<file path="src/rtl/asteroid_field.sv">
// asteroid_field: 8x8 falling-asteroid field with IDLE/RUN/OVER game FSM; score counter built only when ASTEROID_SCORE_EN is defined
module asteroid_field (
  input  logic       CLK,
  input  logic       RST,
  input  logic [3:0] choice,
  input  logic       tick,
  input  logic       start,
  input  logic [2:0] player,
  input  logic [2:0] row_sel,
  output logic [7:0] row_data,
  output logic       running,
  output logic       game_over,
  output logic [7:0] score
);
  typedef enum logic [1:0] {IDLE, RUN, OVER} state_t;
  state_t state_q, state_d;
  logic [7:0][7:0] field_q, field_d;
  logic collision, shift_en, clear;
  logic [7:0] spawn;
  assign collision = (state_q == RUN) && field_q[7][player];
  assign shift_en  = (state_q == RUN) && !collision && tick;
  assign clear     = (state_q != RUN) && start;
  assign spawn     = choice[3] ? 8'h00 : 8'h01 << choice[2:0];
  // next state: a new game clears the field, a hit freezes it, an accepted tick drops every row by one
  always_comb begin
    state_d = clear ? RUN : collision ? OVER : state_q;
    field_d = clear ? '0 : shift_en ? {field_q[6:0], spawn} : field_q;
  end
  // state and field registers
  always_ff @(posedge CLK) begin
    if (RST) begin
      state_q <= IDLE;
      field_q <= '0;
    end else begin
      state_q <= state_d;
      field_q <= field_d;
    end
  end
  assign row_data  = field_q[row_sel];
  assign running   = state_q == RUN;
  assign game_over = state_q == OVER;
`ifdef ASTEROID_SCORE_EN
  logic [7:0] score_q, score_d;
  assign score_d = clear ? 8'h00 : (shift_en && score_q != 8'hFF) ? score_q + 8'd1 : score_q;
  // saturating count of ticks survived
  always_ff @(posedge CLK) begin
    if (RST) score_q <= 8'h00;
    else score_q <= score_d;
  end
  assign score = score_q;
`else
  assign score = 8'h00;
`endif
endmodule

</file>
<file path="config.mk">
export PLATFORM = sky130hd
export DESIGN_NAME = asteroid_field
export DESIGN_NICKNAME = d
export VERILOG_FILES = /design/src/rtl/asteroid_field.sv
export SDC_FILE = /design/constraint.sdc
export NUM_CORES = 1
export LEC_CHECK = 0
export CELL_PAD_IN_SITES_DETAIL_PLACEMENT = 0
export CELL_PAD_IN_SITES_GLOBAL_PLACEMENT = 2
export CORE_MARGIN = 2
export CORE_UTILIZATION = 40
export DETAILED_ROUTE_END_ITERATION = 8
export GPL_TIMING_DRIVEN = 0
export HOLD_SLACK_MARGIN = 0.05
export MAX_ROUTING_LAYER = met4
export PLACE_DENSITY = 0.79
export SLEW_MARGIN = 15
export SYNTH_ARGS = -nofsm -noshare
export SYNTH_HDL_FRONTEND = slang
export SYNTH_SLANG_ARGS = --single-unit
</file>
<file path="constraint.sdc">
create_clock -name CLK -period 3.1 [get_ports CLK]
set_clock_uncertainty 0.05 [all_clocks]
set_input_delay 0.62 -clock CLK [delete_from_list [all_inputs] [get_ports CLK]]
set_output_delay 0.62 -clock CLK [all_outputs]
set_load 0.02 [all_outputs]
</file>
==> results of run 1 <==
-- cells by family after synthesis --
group	synth area share (%)
other	0.1190
multiplexers	36.62
AO/OA/AOI/OAI	0.5164
AND/OR/NAND/NOR	11.52
flip-flops	41.94
buffers and inverters	9.293
-- worst min-delay path: stages, from the launching register on --
cell and delay (ps):
sky130_fd_sc_hd__dfxtp_1 310, sky130_fd_sc_hd__nand2_1 70, sky130_fd_sc_hd__mux2i_1 60
-- power by group through the flow --
stage                     sequential (mW)  combinational (mW)  clock (mW)
after floorplan                     0.869               0.122           0
after global placement              0.870               0.163           0
after detailed placement            0.870               0.163           0
after CTS                           0.850               0.165       0.811
after global routing                0.850               0.174       0.844
final                               0.850               0.163       0.787
-- metal layers --
metal | up-vias | track usage (%)
met4 | 0 | 8.824
li1 | 1044 | -
met3 | 11 | 2.522
met1 | 949 | 21.76
met5 | - | -
met2 | 41 | 25.12
-- stage by stage --
step           util (%)  hold WS, ps  cells
5_1_grt           48.52        448.3    425
3_5_place_dp      45.46        418.4    409
4_1_cts           48.49        430.4    425
3_3_place_gp      45.46        409.5    409
2_1_floorplan         -        395.8    288
6_report          48.52        423.8    425
-- cell type report --
class	count	area, um^2	share of cell area, %
Sequential cell	66	1321	35.42
Inverter	3	11.26	0.3019
Clock buffer	9	123.9	3.321
Tap cell	102	127.6	3.422
Timing Repair Buffer	19	190.2	5.099
Multi-Input combinational cell	191	1563	41.90
Buffer	28	299.0	8.017
Clock inverter	7	93.84	2.516
-- sequential cells by signal, indices dropped and copies added (netlist names) --
name,count
field_q,64
state_q,2
-- how the worst max path moves through the flow --
stage	from	end	slack (ps)	cells after the start
after detailed placement	row_sel[0]	row_data[6]	-170	5
after global placement	row_sel[0]	row_data[6]	-160	5
final	row_sel[0]	row_data[6]	100	5
after global routing	row_sel[1]	row_data[6]	30	5
after floorplan	row_sel[0]	row_data[5]	520	4
after CTS	row_sel[1]	row_data[6]	20	5
-- layout by cell type, fill, tap and decap left out, types with 4 or more instances in the layout --
cell type                         netlist  final
sky130_fd_sc_hd__clkbuf_8               0      9
sky130_fd_sc_hd__buf_4                 10     11
sky130_fd_sc_hd__nand2_1               68     68
sky130_fd_sc_hd__buf_2                  8      4
sky130_fd_sc_hd__buf_6                  2      4
sky130_fd_sc_hd__clkdlybuf4s50_1        0     19
sky130_fd_sc_hd__conb_1                 1      8
sky130_fd_sc_hd__mux4_2                17     17
sky130_fd_sc_hd__mux2_2                 8      8
sky130_fd_sc_hd__nor2_1                 7      7
sky130_fd_sc_hd__dfxtp_1               66     66
sky130_fd_sc_hd__mux2i_1               68     68
sky130_fd_sc_hd__buf_12                 7      7
-- what timing repair did --
item | 4_1_cts | 5_1_grt
gates resized for setup | 5 | 1
setup endpoints to repair | 3 | 1
gates cloned | 0 | 0
==> report_table.html, run 1 <==
<table>
<tr><th>Metric</th><th>Value</th></tr>
<tr><th colspan="2">Place</th></tr>
<tr><td>Number of port buffers</td><td>19</td></tr>
<tr><td>Pre-CTS setup slack</td><td>-165.4 ps</td></tr>
<tr><td>Placed cell area</td><td>0.003495 mm^2</td></tr>
<tr><td>Detail Placement HPWL</td><td>4.742 mm</td></tr>
<tr><td>Final weighted congestion in routability-driven placement</td><td>approximately 0.7</td></tr>
<tr><th colspan="2">Setup path</th></tr>
<tr><td>Number of cells on the worst reg-to-reg path</td><td>6</td></tr>
<tr><td>Critical register-to-register path endpoint</td><td>field_q[20]</td></tr>
<tr><td>Delay contributed by the slowest stage of the critical path</td><td>540 ps</td></tr>
<tr><td>Largest fanout of any net on the critical path</td><td>10</td></tr>
<tr><td>Critical R2R Launch</td><td>field_q[63]</td></tr>
<tr><td>CP arrival</td><td>about 2300 ps</td></tr>
<tr><td>Critical Path Start Type</td><td>primary input</td></tr>
<tr><td>Category of cells accounting for the largest share of critical-path delay</td><td>buffers and inverters</td></tr>
<tr><td>Critical Path RT</td><td>between 2000 and 2500 ps</td></tr>
<tr><td>Buffers and inverters on the worst path</td><td>3</td></tr>
<tr><td>Category of the most critical setup path</td><td>primary input to output pin</td></tr>
<tr><td>Ordered list of cells on the worst path</td><td>buf_4 -&gt; buf_6 -&gt; mux4_2 -&gt; mux2_2 -&gt; clkdlybuf4s50_1</td></tr>
<tr><td>Standard cell with the maximum stage delay on the critical path</td><td>sky130_fd_sc_hd__clkdlybuf4s50_1</td></tr>
<tr><td>Endpoint type of the worst setup path</td><td>output pin</td></tr>
<tr><td>Setup slack on the worst flop-to-flop path</td><td>around 1300 ps</td></tr>
<tr><th colspan="2">Detailed routing</th></tr>
<tr><td>Wire length on met1</td><td>3.060 mm</td></tr>
<tr><td>Total Routed Length</td><td>6.324 mm</td></tr>
<tr><td>Count of antenna-violating nets left after detailed routing</td><td>0</td></tr>
<tr><td>First-pass iteration count of the detailed router</td><td>4</td></tr>
<tr><td>Length of routed met2 wiring</td><td>2.934 mm</td></tr>
<tr><td>Via count normalized by instance count</td><td>between 4 and 5</td></tr>
<tr><td>DR iter-0 viols</td><td>71</td></tr>
<tr><td>Met3 wire length</td><td>184 um</td></tr>
<tr><td>Vias after detailed routing</td><td>between 2000 and 2500</td></tr>
<tr><td>Remaining design rule violation count</td><td>0</td></tr>
<tr><td>Top layer used by detailed routing</td><td>met4</td></tr>
<tr><td>Mean routed wirelength per cell</td><td>14.88 um</td></tr>
<tr><th colspan="2">STA</th></tr>
<tr><td>Measured slew at the worst slew-check pin</td><td>549.8 ps</td></tr>
<tr><td>Normalized max-slew margin</td><td>63.35%</td></tr>
<tr><td>Number of failing setup endpoints in the final timing report</td><td>0</td></tr>
<tr><td>F_max</td><td>0.3335 GHz</td></tr>
<tr><td>Worst-case setup margin in the final layout</td><td>around 100 ps</td></tr>
<tr><td>Slew Viols, Final</td><td>0</td></tr>
<tr><td>Time the worst path needs with I/O delays and setup</td><td>2998 ps</td></tr>
<tr><td>Unrepaired setup endpoints after global routing</td><td>false</td></tr>
<tr><td>Hold violation total from the final report</td><td>0</td></tr>
<tr><td>Final critical-path share of the clock period</td><td>96.71%</td></tr>
<tr><td>Sum of negative setup slack</td><td>0 ps</td></tr>
<tr><th colspan="2">Synthesis</th></tr>
<tr><td>Number of synthesized flops with an enable pin</td><td>0</td></tr>
<tr><td>Cell count after synthesis</td><td>between 200 and 300</td></tr>
<tr><td>Primary FF master, synth</td><td>sky130_fd_sc_hd__dfxtp_1</td></tr>
<tr><td>Biggest area consumer among synthesized cells</td><td>sky130_fd_sc_hd__dfxtp_1</td></tr>
<tr><td>Ys Warns</td><td>0</td></tr>
<tr><td>Number of library cell types mapped by synthesis</td><td>23</td></tr>
<tr><td>Proportion of synthesized chip area in sequential cells</td><td>a little over two fifths</td></tr>
<tr><td>Cell types with the largest area share after synthesis</td><td>sky130_fd_sc_hd__dfxtp_1 (42%), sky130_fd_sc_hd__mux2i_1 (22%), sky130_fd_sc_hd__mux4_2 (12%)</td></tr>
<tr><td>Area share of the largest cell type after synthesis</td><td>roughly two fifths</td></tr>
<tr><td>Flip-flop and latch count after synthesis</td><td>66</td></tr>
<tr><td>Average instance area after synthesis</td><td>11.21 um^2</td></tr>
<tr><td>Top cell types by occurrence after synthesis</td><td>sky130_fd_sc_hd__mux2i_1 (68), sky130_fd_sc_hd__nand2_1 (68), sky130_fd_sc_hd__dfxtp_1 (66)</td></tr>
<tr><td>Share of flip-flops with an asynchronous set or reset after synthesis</td><td>0%</td></tr>
<tr><td>Synth Cell Area</td><td>around 0.0032 mm^2</td></tr>
<tr><th colspan="2">GRT</th></tr>
<tr><td>Maximum number of pins on one net before global-route repair</td><td>13</td></tr>
<tr><td>Global-route wire length before repair</td><td>10.43 mm</td></tr>
<tr><td>Initial antenna violation count</td><td>0</td></tr>
<tr><td>Via count of the first global-routing pass</td><td>1999</td></tr>
<tr><td>Global-route total usage across every layer</td><td>16.67%</td></tr>
<tr><td>Residual overflow from global routing</td><td>0</td></tr>
<tr><th colspan="2">Layout</th></tr>
<tr><td>Layout cells sized above 1</td><td>22.29%</td></tr>
<tr><td>Final instance area</td><td>0.003730 mm^2</td></tr>
<tr><td>Number of fillers in the final layout</td><td>785</td></tr>
<tr><td>Fin nets</td><td>332</td></tr>
<tr><td>Final antenna diode count</td><td>0</td></tr>
<tr><td>Area growth from synthesis to final layout</td><td>18.39%</td></tr>
<tr><th colspan="2">Worst hold path</th></tr>
<tr><td>Hold path endpoint</td><td>field_q[24]</td></tr>
<tr><td>Min-Delay Path Depth</td><td>2</td></tr>
<tr><td>Hold/Removal Path Class</td><td>flop to flop</td></tr>
<tr><td>Hold Path Origin</td><td>field_q[16]</td></tr>
<tr><th colspan="2">CTS</th></tr>
<tr><td>CTS sink count</td><td>66</td></tr>
<tr><td>Root Buffer</td><td>sky130_fd_sc_hd__clkbuf_8</td></tr>
<tr><td>Clock Path Buffers</td><td>2</td></tr>
<tr><td>Number of buffers inserted for hold repair after clock tree synthesis</td><td>0</td></tr>
<tr><td>TritonCTS clock tree</td><td>done</td></tr>
<tr><td>Clock transition at the register clock pins on the worst setup and hold paths after CTS</td><td>approximately 80 ps</td></tr>
<tr><td>Number of buffers created by CTS</td><td>9</td></tr>
<tr><td>Number of setup buffers added after CTS</td><td>0</td></tr>
<tr><td>Deepest level of the CTS H-tree</td><td>3</td></tr>
<tr><td>Worst-skew pair later-pin latency</td><td>340 ps</td></tr>
<tr><th colspan="2">Power and ir drop</th></tr>
<tr><td>Portion of total power attributed to sequential cells</td><td>47.2%</td></tr>
<tr><td>Total Power</td><td>1.800 mW</td></tr>
<tr><td>Combinational cell fraction of total power</td><td>under 10%</td></tr>
<tr><td>PwrDens</td><td>482.6 mW/mm^2</td></tr>
<tr><td>Static leakage</td><td>1.710 nW</td></tr>
<tr><td>Net switching share of the total power</td><td>23.52%</td></tr>
<tr><td>Part of the power in the clock network</td><td>43.7%</td></tr>
<tr><td>Internal Pwr Total</td><td>~1.4 mW</td></tr>
<tr><td>Net load switching power</td><td>between 0.4 and 0.5 mW</td></tr>
<tr><td>IR drop worst, VDD</td><td>176.3 uV</td></tr>
<tr><th colspan="2">Floorplanning</th></tr>
<tr><td>DIE WIDTH</td><td>92.75 um</td></tr>
<tr><td>Cell Rows</td><td>32</td></tr>
<tr><td>Area of the core region</td><td>approximately 0.0077 mm^2</td></tr>
<tr><td>Initial Utilization</td><td>40.98%</td></tr>
<tr><td>Die H</td><td>slightly above 90 um</td></tr>
<tr><td>Ports</td><td>32</td></tr>
<tr><td>Die ar.</td><td>0.008603 mm^2</td></tr>
<tr><th colspan="2">Flow run</th></tr>
<tr><td>Max cap viols</td><td>0</td></tr>
<tr><th colspan="2">Status</th></tr>
<tr><td>Run status</td><td>completed</td></tr>
</table>
(Power assumes the default switching activity.)
==> inputs of run 2 (changes only) <==
--- a/config.mk
+++ b/config.mk
@@ -14,6 +14,7 @@
 export HOLD_SLACK_MARGIN = 0.05
 export MAX_ROUTING_LAYER = met4
 export PLACE_DENSITY = 0.79
+export SETUP_SLACK_MARGIN = 0.3
 export SLEW_MARGIN = 15
 export SYNTH_ARGS = -nofsm -noshare
 export SYNTH_HDL_FRONTEND = slang
==> run 2 against run 1 <==
Net effect: total power grew 0.11%; worst hold slack better by 3.3 ps; die area is the same; count of clock-buffer cells in the layout unchanged; design area increased by 0.17%; wire length stayed put; clock power about the same; core utilization grew 0.081 points; via count about the same; critical path depth unchanged; setup slack improved by 280 ps; highest routed layer unchanged.
==> report_table.html, run 2 (synthesis results as in run 1) <==
<table>
<tr><th>Metric</th><th>Value</th></tr>
<tr><th colspan="2">STA</th></tr>
<tr><td>Hold violation total from the final report</td><td>0 (unchanged)</td></tr>
<tr><td>Slew Viols, Final</td><td>0 (unchanged)</td></tr>
<tr><td>Final critical-path share of the clock period</td><td>87.58% (was 96.71%)</td></tr>
<tr><td>Measured slew at the worst slew-check pin</td><td>556.9 ps (was 549.8 ps)</td></tr>
<tr><td>Unrepaired setup endpoints after global routing</td><td>false (unchanged)</td></tr>
<tr><td>Number of failing setup endpoints in the final timing report</td><td>0 (unchanged)</td></tr>
<tr><td>Sum of negative setup slack</td><td>0 ps (unchanged)</td></tr>
<tr><td>Fin Hold WS</td><td>427.2 ps (was 423.8 ps)</td></tr>
<tr><td>Normalized max-slew margin</td><td>62.88% (was 63.35%)</td></tr>
<tr><td>Time the worst path needs with I/O delays and setup</td><td>2715 ps (was 2998 ps)</td></tr>
<tr><td>F_max</td><td>0.3683 GHz (was 0.3335 GHz)</td></tr>
<tr><th colspan="2">GRT</th></tr>
<tr><td>Global-route wire length before repair</td><td>10.45 mm (was 10.43 mm)</td></tr>
<tr><td>Maximum number of pins on one net before global-route repair</td><td>13 (unchanged)</td></tr>
<tr><td>Global-route total usage across every layer</td><td>16.69% (was 16.67%)</td></tr>
<tr><td>Initial antenna violation count</td><td>0 (unchanged)</td></tr>
<tr><td>Residual overflow from global routing</td><td>0 (unchanged)</td></tr>
<tr><td>Via count of the first global-routing pass</td><td>2002 (was 1999)</td></tr>
<tr><th colspan="2">Layout</th></tr>
<tr><td>Max reg flops</td><td>64 (unchanged)</td></tr>
<tr><td>Largest registers ranked by flip-flop count</td><td>field_q (64), state_q (2) (unchanged)</td></tr>
<tr><td>Most flop-heavy register</td><td>field_q (unchanged)</td></tr>
<tr><td>Layout cells sized above 1</td><td>22.29% (unchanged)</td></tr>
<tr><td>Fin nets</td><td>332 (unchanged)</td></tr>
<tr><td>Highest-count cells in the layout ignoring fill and taps</td><td>sky130_fd_sc_hd__nand2_1 (68), sky130_fd_sc_hd__mux2i_1 (68), sky130_fd_sc_hd__dfxtp_1 (66) (unchanged)</td></tr>
<tr><td>Final antenna diode count</td><td>0 (unchanged)</td></tr>
<tr><td>Area growth from synthesis to final layout</td><td>18.59% (was 18.39%)</td></tr>
<tr><th colspan="2">Status</th></tr>
<tr><td>Run status</td><td>completed (unchanged)</td></tr>
<tr><th colspan="2">Power and ir drop</th></tr>
<tr><td>IR drop worst, VDD</td><td>176.3 uV (about the same)</td></tr>
<tr><td>PwrDens</td><td>482.4 mW/mm^2 (was 482.6 mW/mm^2)</td></tr>
<tr><td>Total Power</td><td>1.802 mW (was 1.800 mW)</td></tr>
<tr><td>Static leakage</td><td>1.755 nW (was 1.710 nW)</td></tr>
<tr><th colspan="2">Detailed routing</th></tr>
<tr><td>Remaining design rule violation count</td><td>0 (unchanged)</td></tr>
<tr><td>First-pass iteration count of the detailed router</td><td>4 (unchanged)</td></tr>
<tr><td>Count of antenna-violating nets left after detailed routing</td><td>0 (unchanged)</td></tr>
<tr><td>DR iter-0 viols</td><td>74 (was 71)</td></tr>
<tr><td>Mean routed wirelength per cell</td><td>14.88 um (unchanged)</td></tr>
<tr><td>Total Routed Length</td><td>6.324 mm (unchanged)</td></tr>
<tr><td>Vias after detailed routing</td><td>2046 (was 2045)</td></tr>
<tr><td>Via count normalized by instance count</td><td>4.814 (was 4.812)</td></tr>
<tr><th colspan="2">Floorplanning</th></tr>
<tr><td>Die ar.</td><td>0.008603 mm^2 (unchanged)</td></tr>
<tr><td>Area of the core region</td><td>0.007687 mm^2 (unchanged)</td></tr>
<tr><td>Cell Rows</td><td>32 (unchanged)</td></tr>
<tr><td>Initial Utilization</td><td>40.98% (unchanged)</td></tr>
<tr><td>Ports</td><td>32 (unchanged)</td></tr>
<tr><td>Die H</td><td>92.75 um (unchanged)</td></tr>
<tr><td>DIE WIDTH</td><td>92.75 um (unchanged)</td></tr>
<tr><th colspan="2">CTS</th></tr>
<tr><td>Number of buffers inserted for hold repair after clock tree synthesis</td><td>0 (unchanged)</td></tr>
<tr><td>Number of buffers created by CTS</td><td>9 (unchanged)</td></tr>
<tr><td>Worst-skew pair later-pin latency</td><td>340 ps (about the same)</td></tr>
<tr><td>CTS sink count</td><td>66 (unchanged)</td></tr>
<tr><td>Deepest level of the CTS H-tree</td><td>3 (unchanged)</td></tr>
<tr><td>Root Buffer</td><td>sky130_fd_sc_hd__clkbuf_8 (unchanged)</td></tr>
<tr><td>TritonCTS clock tree</td><td>done (unchanged)</td></tr>
<tr><td>Clock Path Buffers</td><td>2 (unchanged)</td></tr>
<tr><td>Clock transition at the register clock pins on the worst setup and hold paths after CTS</td><td>80 ps (about the same)</td></tr>
<tr><th colspan="2">Setup path</th></tr>
<tr><td>Category of the most critical setup path</td><td>primary input to output pin (unchanged)</td></tr>
<tr><td>Number of cells on the worst reg-to-reg path</td><td>6 (unchanged)</td></tr>
<tr><td>Critical Path RT</td><td>2430 ps (about the same)</td></tr>
<tr><td>Launching instance or port of the critical path</td><td>row_sel[1] (was row_sel[0])</td></tr>
<tr><td>Setup slack on the worst flop-to-flop path</td><td>1290 ps (about the same)</td></tr>
<tr><td>Endpoint type of the worst setup path</td><td>output pin (unchanged)</td></tr>
<tr><td>Critical R2R Launch</td><td>field_q[63] (unchanged)</td></tr>
<tr><td>CP arrival</td><td>2040 ps (was 2330 ps)</td></tr>
<tr><td>Largest fanout of any net on the critical path</td><td>10 (unchanged)</td></tr>
<tr><td>Critical register-to-register path endpoint</td><td>field_q[20] (unchanged)</td></tr>
<tr><td>Critical Path Start Type</td><td>primary input (unchanged)</td></tr>
<tr><th colspan="2">Place</th></tr>
<tr><td>Detail Placement HPWL</td><td>4.742 mm (unchanged)</td></tr>
<tr><td>Number of port buffers</td><td>19 (unchanged)</td></tr>
<tr><td>Final weighted congestion in routability-driven placement</td><td>0.7205 (unchanged)</td></tr>
<tr><th colspan="2">Worst hold path</th></tr>
<tr><td>Hold path endpoint</td><td>field_q[24] (unchanged)</td></tr>
<tr><td>Min-Delay Path Depth</td><td>2 (unchanged)</td></tr>
<tr><td>Hold Path Origin</td><td>field_q[16] (unchanged)</td></tr>
<tr><td>Hold/Removal Path Class</td><td>flop to flop (unchanged)</td></tr>
<tr><th colspan="2">Flow run</th></tr>
<tr><td>Max cap viols</td><td>0 (unchanged)</td></tr>
</table>
run 2: critical path: stages:
cell and delay (ps):
sky130_fd_sc_hd__buf_4 170, sky130_fd_sc_hd__buf_8 170, sky130_fd_sc_hd__mux4_2 490, sky130_fd_sc_hd__mux2_2 270
sky130_fd_sc_hd__dlygate4sd2_1 320
run 2: worst max path at each step:
stage                              to  slack [ps]  cells after the start
after global routing      row_data[6]         320                      5
final                     row_data[6]         390                      5
after global placement    row_data[6]        -160                      5
after floorplan           row_data[5]         520                      4
after CTS                 row_data[6]         300                      5
after detailed placement  row_data[6]        -170                      5
run 2: power breakdown:
| part | internal, mW | switching, mW |
|---|---|---|
| registers | 0.849 | 0.00142 |
| clock network | 0.451 | 0.336 |
| logic | 0.0796 | 0.0856 |
run 2: stage by stage:
step | instances | instance area, um^2 | worst slack (ps) | utilization [%]
finish | 425 | 3736 | 385.1 | 48.60
global route | 425 | 3736 | 315.4 | 48.60
CTS | 425 | 3720 | 302.3 | 48.39
detailed placement | 409 | 3495 | -165.4 | 45.46
global placement | 409 | 3495 | -162.9 | 45.46
floorplan | 288 | 3177 | 519.5 | -
run 2: cell type report:
type,instances,area [um^2]
timing repair buffer,19,180.2
tap,102,127.6
buffer,28,315.3
clock inverter,7,93.84
fill,786,3951
clock buffer,9,123.9
multi-input combinational,191,1563
sequential,66,1321
inverter,3,11.26
run 2: what timing repair did:
item / 4_1_cts / 5_1_grt
setup buffers: 0 / 0
setup endpoints to repair: 8 / 3
resized for setup: 14 / 4
run 2: layer usage:
metal	routed length [um]	track usage, %	vias up
li1	-	-	1046
met3	180	2.522	12
met1	3089	21.76	950
met2	2901	25.18	38
met4	153	8.824	0
met5	0	-	-
==> edit 1: new RTL, flow settings as in run 2 <==
Register the inputs `choice`, `tick`, `start`, `player` and `row_sel` before use. The logic sees them one clock later.
--- a/src/rtl/asteroid_field.sv
+++ b/src/rtl/asteroid_field.sv
@@ -14,12 +14,27 @@
 );
   typedef enum logic [1:0] {IDLE, RUN, OVER} state_t;
+
+  logic [3:0] choice_q;
+  logic tick_q;
+  logic start_q;
+  logic [2:0] player_q;
+  logic [2:0] row_sel_q;
+
+  always_ff @(posedge CLK) begin
+    choice_q  <= choice;
+    tick_q    <= tick;
+    start_q   <= start;
+    player_q  <= player;
+    row_sel_q <= row_sel;
+  end
+
   state_t state_q, state_d;
   logic [7:0][7:0] field_q, field_d;
   logic collision, shift_en, clear;
   logic [7:0] spawn;
-  assign collision = (state_q == RUN) && field_q[7][player];
-  assign shift_en  = (state_q == RUN) && !collision && tick;
-  assign clear     = (state_q != RUN) && start;
-  assign spawn     = choice[3] ? 8'h00 : 8'h01 << choice[2:0];
+  assign collision = (state_q == RUN) && field_q[7][player_q];
+  assign shift_en  = (state_q == RUN) && !collision && tick_q;
+  assign clear     = (state_q != RUN) && start_q;
+  assign spawn     = choice_q[3] ? 8'h00 : 8'h01 << choice_q[2:0];
   // next state: a new game clears the field, a hit freezes it, an accepted tick drops every row by one
   always_comb begin
@@ -37,5 +52,5 @@
     end
   end
-  assign row_data  = field_q[row_sel];
+  assign row_data  = field_q[row_sel_q];
   assign running   = state_q == RUN;
   assign game_over = state_q == OVER;
Behaviour: not the same (a bounded check fails within 4 cycles, from zero or initial values and one cycle with RST high).
==> edit 1 against run 2 <==
- final cell count up 5.9%
- synthesized cell count is 4.3% higher
- first-iteration DRC count fell by 26%
- hold slack gained 0.0020 ns
- combinational power rose by 8%
- count of clock-buffer cells in the layout grew 7
- sequential cell count grew 12
- total power rose by 5.9%
- final area grew 8.0%
- worst setup slack got worse by 0.026 ns
- synthesized area grew 7.7%
- routed wire length grew 12%
- critical path type is now reg2out
- critical endpoint is now row_data[5]
==> edit 1: results (changes against run 2) <==
Worst setup path
  • R2r setup slk: 1.25 ns (was 1.29 ns)
  • Crit path launch: row_sel_q[0] (was row_sel[1])
  • Path depth of the worst reg2reg path: 7 (was 6)
  • Slowest stage delay, CP: 0.51 ns (was 0.49 ns)
  • Worst reg2reg path endpoint: field_q[42] (was field_q[20])

Hold path
  • HP Start: field_q[14] (was field_q[16])
  • Worst hold path endpoint: field_q[22] (was field_q[24])

Timing
  • Tcrit/Tclk final: 0.884 (was 0.876)
  • Slew @ Worst Pin: 0.621 ns (was 0.557 ns)
  • Hold_ws: 0.429 ns (was 0.427 ns)

Routing
  • Routed length on met1: 3530 microns (was 3090 microns)
  • Routed met3 length: 169 microns (was 180 microns)
  • Vias/cell: 4.89 (was 4.81)
  • Mean routed wirelength per cell: 15.8 microns (was 14.9 microns)
  • Vias: 2202 (was 2046)
  • Met2 WL post-DR: 3250 microns (was 2900 microns)
  • DR iter-0 viols: 55 (was 74)

GRT
  • Grt met1 use: 0.234 (was 0.218)
  • First-pass GRT wire length: 11500 microns (was 10400 microns)
  • Routing usage on met2: 0.270 (was 0.252)
  • Grt met3 use: 0.0329 (was 0.0252)
  • Largest net degree at the start of global routing: 12 (was 13)
  • All-Layer GR Usage: 0.177 (was 0.167)

Yosys
  • Synth top area cells: dfxtp_1, mux2i_1, mux4_2, nand2_1, buf_12 (unchanged)
  • Post-synth top cells: dfxtp_1, mux2i_1, nand2_1 (was mux2i_1, nand2_1, dfxtp_1)
  • Post-synthesis compound-gate area fraction: 0.00479 (was 0.00516)
  • Seq/Total Area, Yosys: 0.460 (was 0.419)
  • Proportion of synthesized area in mux cells: 0.340 (was 0.366)

Power and ir drop
  • Worst VDD drop: 0.188 mV (was 0.176 mV)

Final layout
  • Seq. cell area: 0.00156 sq mm (was 0.00132 sq mm)
  • Share of cells above drive strength 1: 0.214 (was 0.223)
  • Top flop regs: field_q (64), choice_q (4) (was field_q (64), state_q (2))

Run status
  • Status: completed (unchanged)

CTS
  • Post_cts resized: 18 (was 14)

Placement
  • Cell Area, Placed: 0.00378 sq mm (was 0.00349 sq mm)
  • Pre-CTS WS: 0.106 ns (was -0.165 ns)
==> edit 1: cell types whose count changed in the layout (fill, tap and decap cells not counted), sizes merged <==
cell,run 2,this run
clkinvlp,2,0
dlygate4sd2,8,7
buf,28,34
bufinv,2,0
clkinv,3,0
clkdlybuf4s50,11,15
dfxtp,66,78
clkdlybuf4s15,0,1
clkbuf,9,16
==> edit 1: cell type report <==
cell class,count,share of cell area
inverters,3,0.00279
clock buffers,16,0.0447
repair buffers,29,0.0660
well taps,105,0.0326
flip-flops and latches,78,0.387
plain buffers,28,0.0797
multi-input cells,191,0.387
==> edit 1: power by group through the flow <==
stage	Clock [W]	Combinational, W	Sequential [W]
2_1_floorplan	0	0.000122	0.00104
5_1_grt	0.000784	0.000190	0.00102
3_5_place_dp	0	0.000168	0.00104
3_3_place_gp	0	0.000170	0.00104
4_1_cts	0.000734	0.000174	0.00102
6_report	0.000714	0.000178	0.00102
==> edit 2: new RTL, config.mk and constraints of run 2 <==
Without the edit above. Build with the macro `ASTEROID_SCORE_EN` defined.
--- a/src/rtl/asteroid_field.sv
+++ b/src/rtl/asteroid_field.sv
@@ -1,3 +1,5 @@
 // asteroid_field: 8x8 falling-asteroid field with IDLE/RUN/OVER game FSM; score counter built only when ASTEROID_SCORE_EN is defined
+`define ASTEROID_SCORE_EN
+
 module asteroid_field (
   input  logic       CLK,
Behaviour: not the same (Yosys sat finds a counterexample within 4 cycles, from zero or initial values and one cycle with RST high).
==> edit 2 against run 2 <==
- total power increased by 9.9%
- critical path depth unchanged
- synthesized area increased by 8.5%
- routed wire length increased by 39%
- worst setup slack got worse by 0.011 ns
- sequential cell count increased by 8
- core utilization increased by 1.1 points
- die area increased by 8.1%
- sequential power increased by 12%
- final area increased by 9.9%
- critical endpoint is now row_data[5]
- largest power group unchanged
- highest routed layer unchanged
==> edit 2: results (changes against run 2) <==
Timing
  • Worst rel slew slack: 0.576 (was 0.629)

GRT
  • GR Overflow Total: 0 (unchanged)
  • Largest net degree at the start of global routing: 13 (unchanged)
  • Vias in the first global route: 2615 (was 2002)
  • All-Layer GR Usage: 0.211 (was 0.167)
  • First-pass GRT wire length: 13900 microns (was 10400 microns)

Power and ir drop
  • Leakage: 1.75 nW (about the same)
  • Worst VDD drop: 0.222 mV (was 0.176 mV)
  • Switching Share: 0.228 (was 0.235)

Yosys
  • Synth Net Count: ~340
  • Synth warnings: 0 (unchanged)
  • Post-synthesis compound-gate area fraction: 0.0692 (was 0.00516)
  • Cell variety after synth: 39 (was 23)
  • Dominant synthesized flop cell: dfxtp_1 (unchanged)
  • Post-synth top cells: dfxtp_1, nand2_1, mux2i_1 (was mux2i_1, nand2_1, dfxtp_1)
  • Post-Synth Adder-Cell Area: 0.00366 (was 0)
  • Seq/Total Area, Yosys: 0.434 (was 0.419)
  • Post-synthesis area per instance: 10.6 sq um (was 11.2 sq um)
  • Synth top area cells: dfxtp_1, mux2i_1, mux4_2, nand2_1, mux2_2 (was dfxtp_1, mux2i_1, mux4_2, nand2_1, buf_12)
  • Proportion of synthesized area in mux cells: 0.321 (was 0.366)

Worst setup path
  • Crit path max-delay cell type: mux4_2 (unchanged)
  • RR Startpoint: field_q[63] (unchanged)
  • Slowest stage delay, CP: 0.52 ns (was 0.49 ns)
  • Crit path launch: row_sel[0] (was row_sel[1])
  • Crit path DAT: 2.06 ns (was 2.04 ns)

Final layout
  • Share of cells above drive strength 1: 0.166 (was 0.223)
  • Final Non-Filler Cells: 473 (was 425)
  • Biggest register: field_q (unchanged)
  • Number of fill cells: 780 (was 786)
  • Antenna diodes: 0 (unchanged)
  • Area grow syn2layout: 20.1% (was 18.6%)
  • Layout net count: 378 (was 332)

Routing
  • # DRC: 0 (unchanged)
  • 1st-pass router iterations: 4 (unchanged)
  • Vias/cell: 5.52 (was 4.81)
  • Routed Wire Length: 8790 microns (was 6320 microns)
  • DR iter-0 viols: 60 (was 74)

Placement
  • GP Congestion: 0.755 (was 0.721)
  • Placed Instances: 456 (was 409)
  • Port buffer count: 28 (was 19)
  • HPWL after detailed placement: 6330 microns (was 4740 microns)

Hold path
  • HP Start: field_q[43] (was field_q[16])
  • HP Class: reg2reg (unchanged)

CTS
  • Clock transition at path regs: 0.08 ns (about the same)
  • Num CTS Buffers: 9 (unchanged)

Run status
  • Status: completed (unchanged)
## edit 2: layout make-up
class                           instances  area (sq um)  area share
Buffer                                 25           161      0.0393
Inverter                                2          7.51     0.00183
Clock buffer                           12           165      0.0402
Clock inverter                          4          72.6      0.0177
Multi-Input combinational cell        222          1810       0.440
Tap cell                              105           131      0.0320
Sequential cell                        74          1480       0.361
Timing Repair Buffer                   29           279      0.0680
## edit 2: logic make-up (layout without fill, tap and decap cells)
logic type / Yosys count / after routing
compound gates: 34 / 34
fa+ha+maj: 1 / 1
buf+inv: 27 / 72
flops: 74 / 74
mux: 87 / 87
simple gates: 100 / 100
## edit 2: worst paths after layout
path	to	slack, ns	cells past startpoint
max	row_data[5]	0.37	5
min	field_q[51]	0.44	2
max reg2reg	field_q[44]	0.87	7
min reg2reg	field_q[51]	0.44	2
## edit 2: critical path: cells and delay by family
family	cells	cell delay [ns]
buffers and inverters	3	0.64
multiplexers	2	0.79
## edit 2: routing by layer
layer  part of all wire  GRT usage  wire length, microns
met2               0.48      0.331                  4190
met5                  0          -                     0
met3              0.023     0.0341                   200
met1               0.49      0.279                  4280
met4              0.013     0.0692                   112
## edit 2: timing repair
item | 4_1_cts | 5_1_grt
buffers inserted | 0 | 1
setup endpoints to repair | 8 | 41
resized for setup | 17 | 14
hold endpoints to repair | 0 | 0
## edit 2: power groups by stage
stage,Clock (W),Combinational (W),Sequential [W]
after floorplan,0,0.0000906,0.000977
after global placement,0,0.000147,0.000976
after detailed placement,0,0.000147,0.000976
after CTS,0.000898,0.000151,0.000954
after global routing,0.000937,0.000161,0.000954
final,0.000878,0.000150,0.000954
## edit 2: metrics by stage
stage / worst slack, ns / total power (W) / area [sq um] / setup TNS, ns
after floorplan: 0.346 / 0.00107 / 3420 / 0
after global placement: -0.449 / 0.00112 / 3830 / -3.66
after detailed placement: -0.438 / 0.00112 / 3830 / -3.65
after CTS: 0.311 / 0.00200 / 4090 / 0
after global routing: 0.316 / 0.00205 / 4110 / 0
final: 0.374 / 0.00198 / 4110 / 0
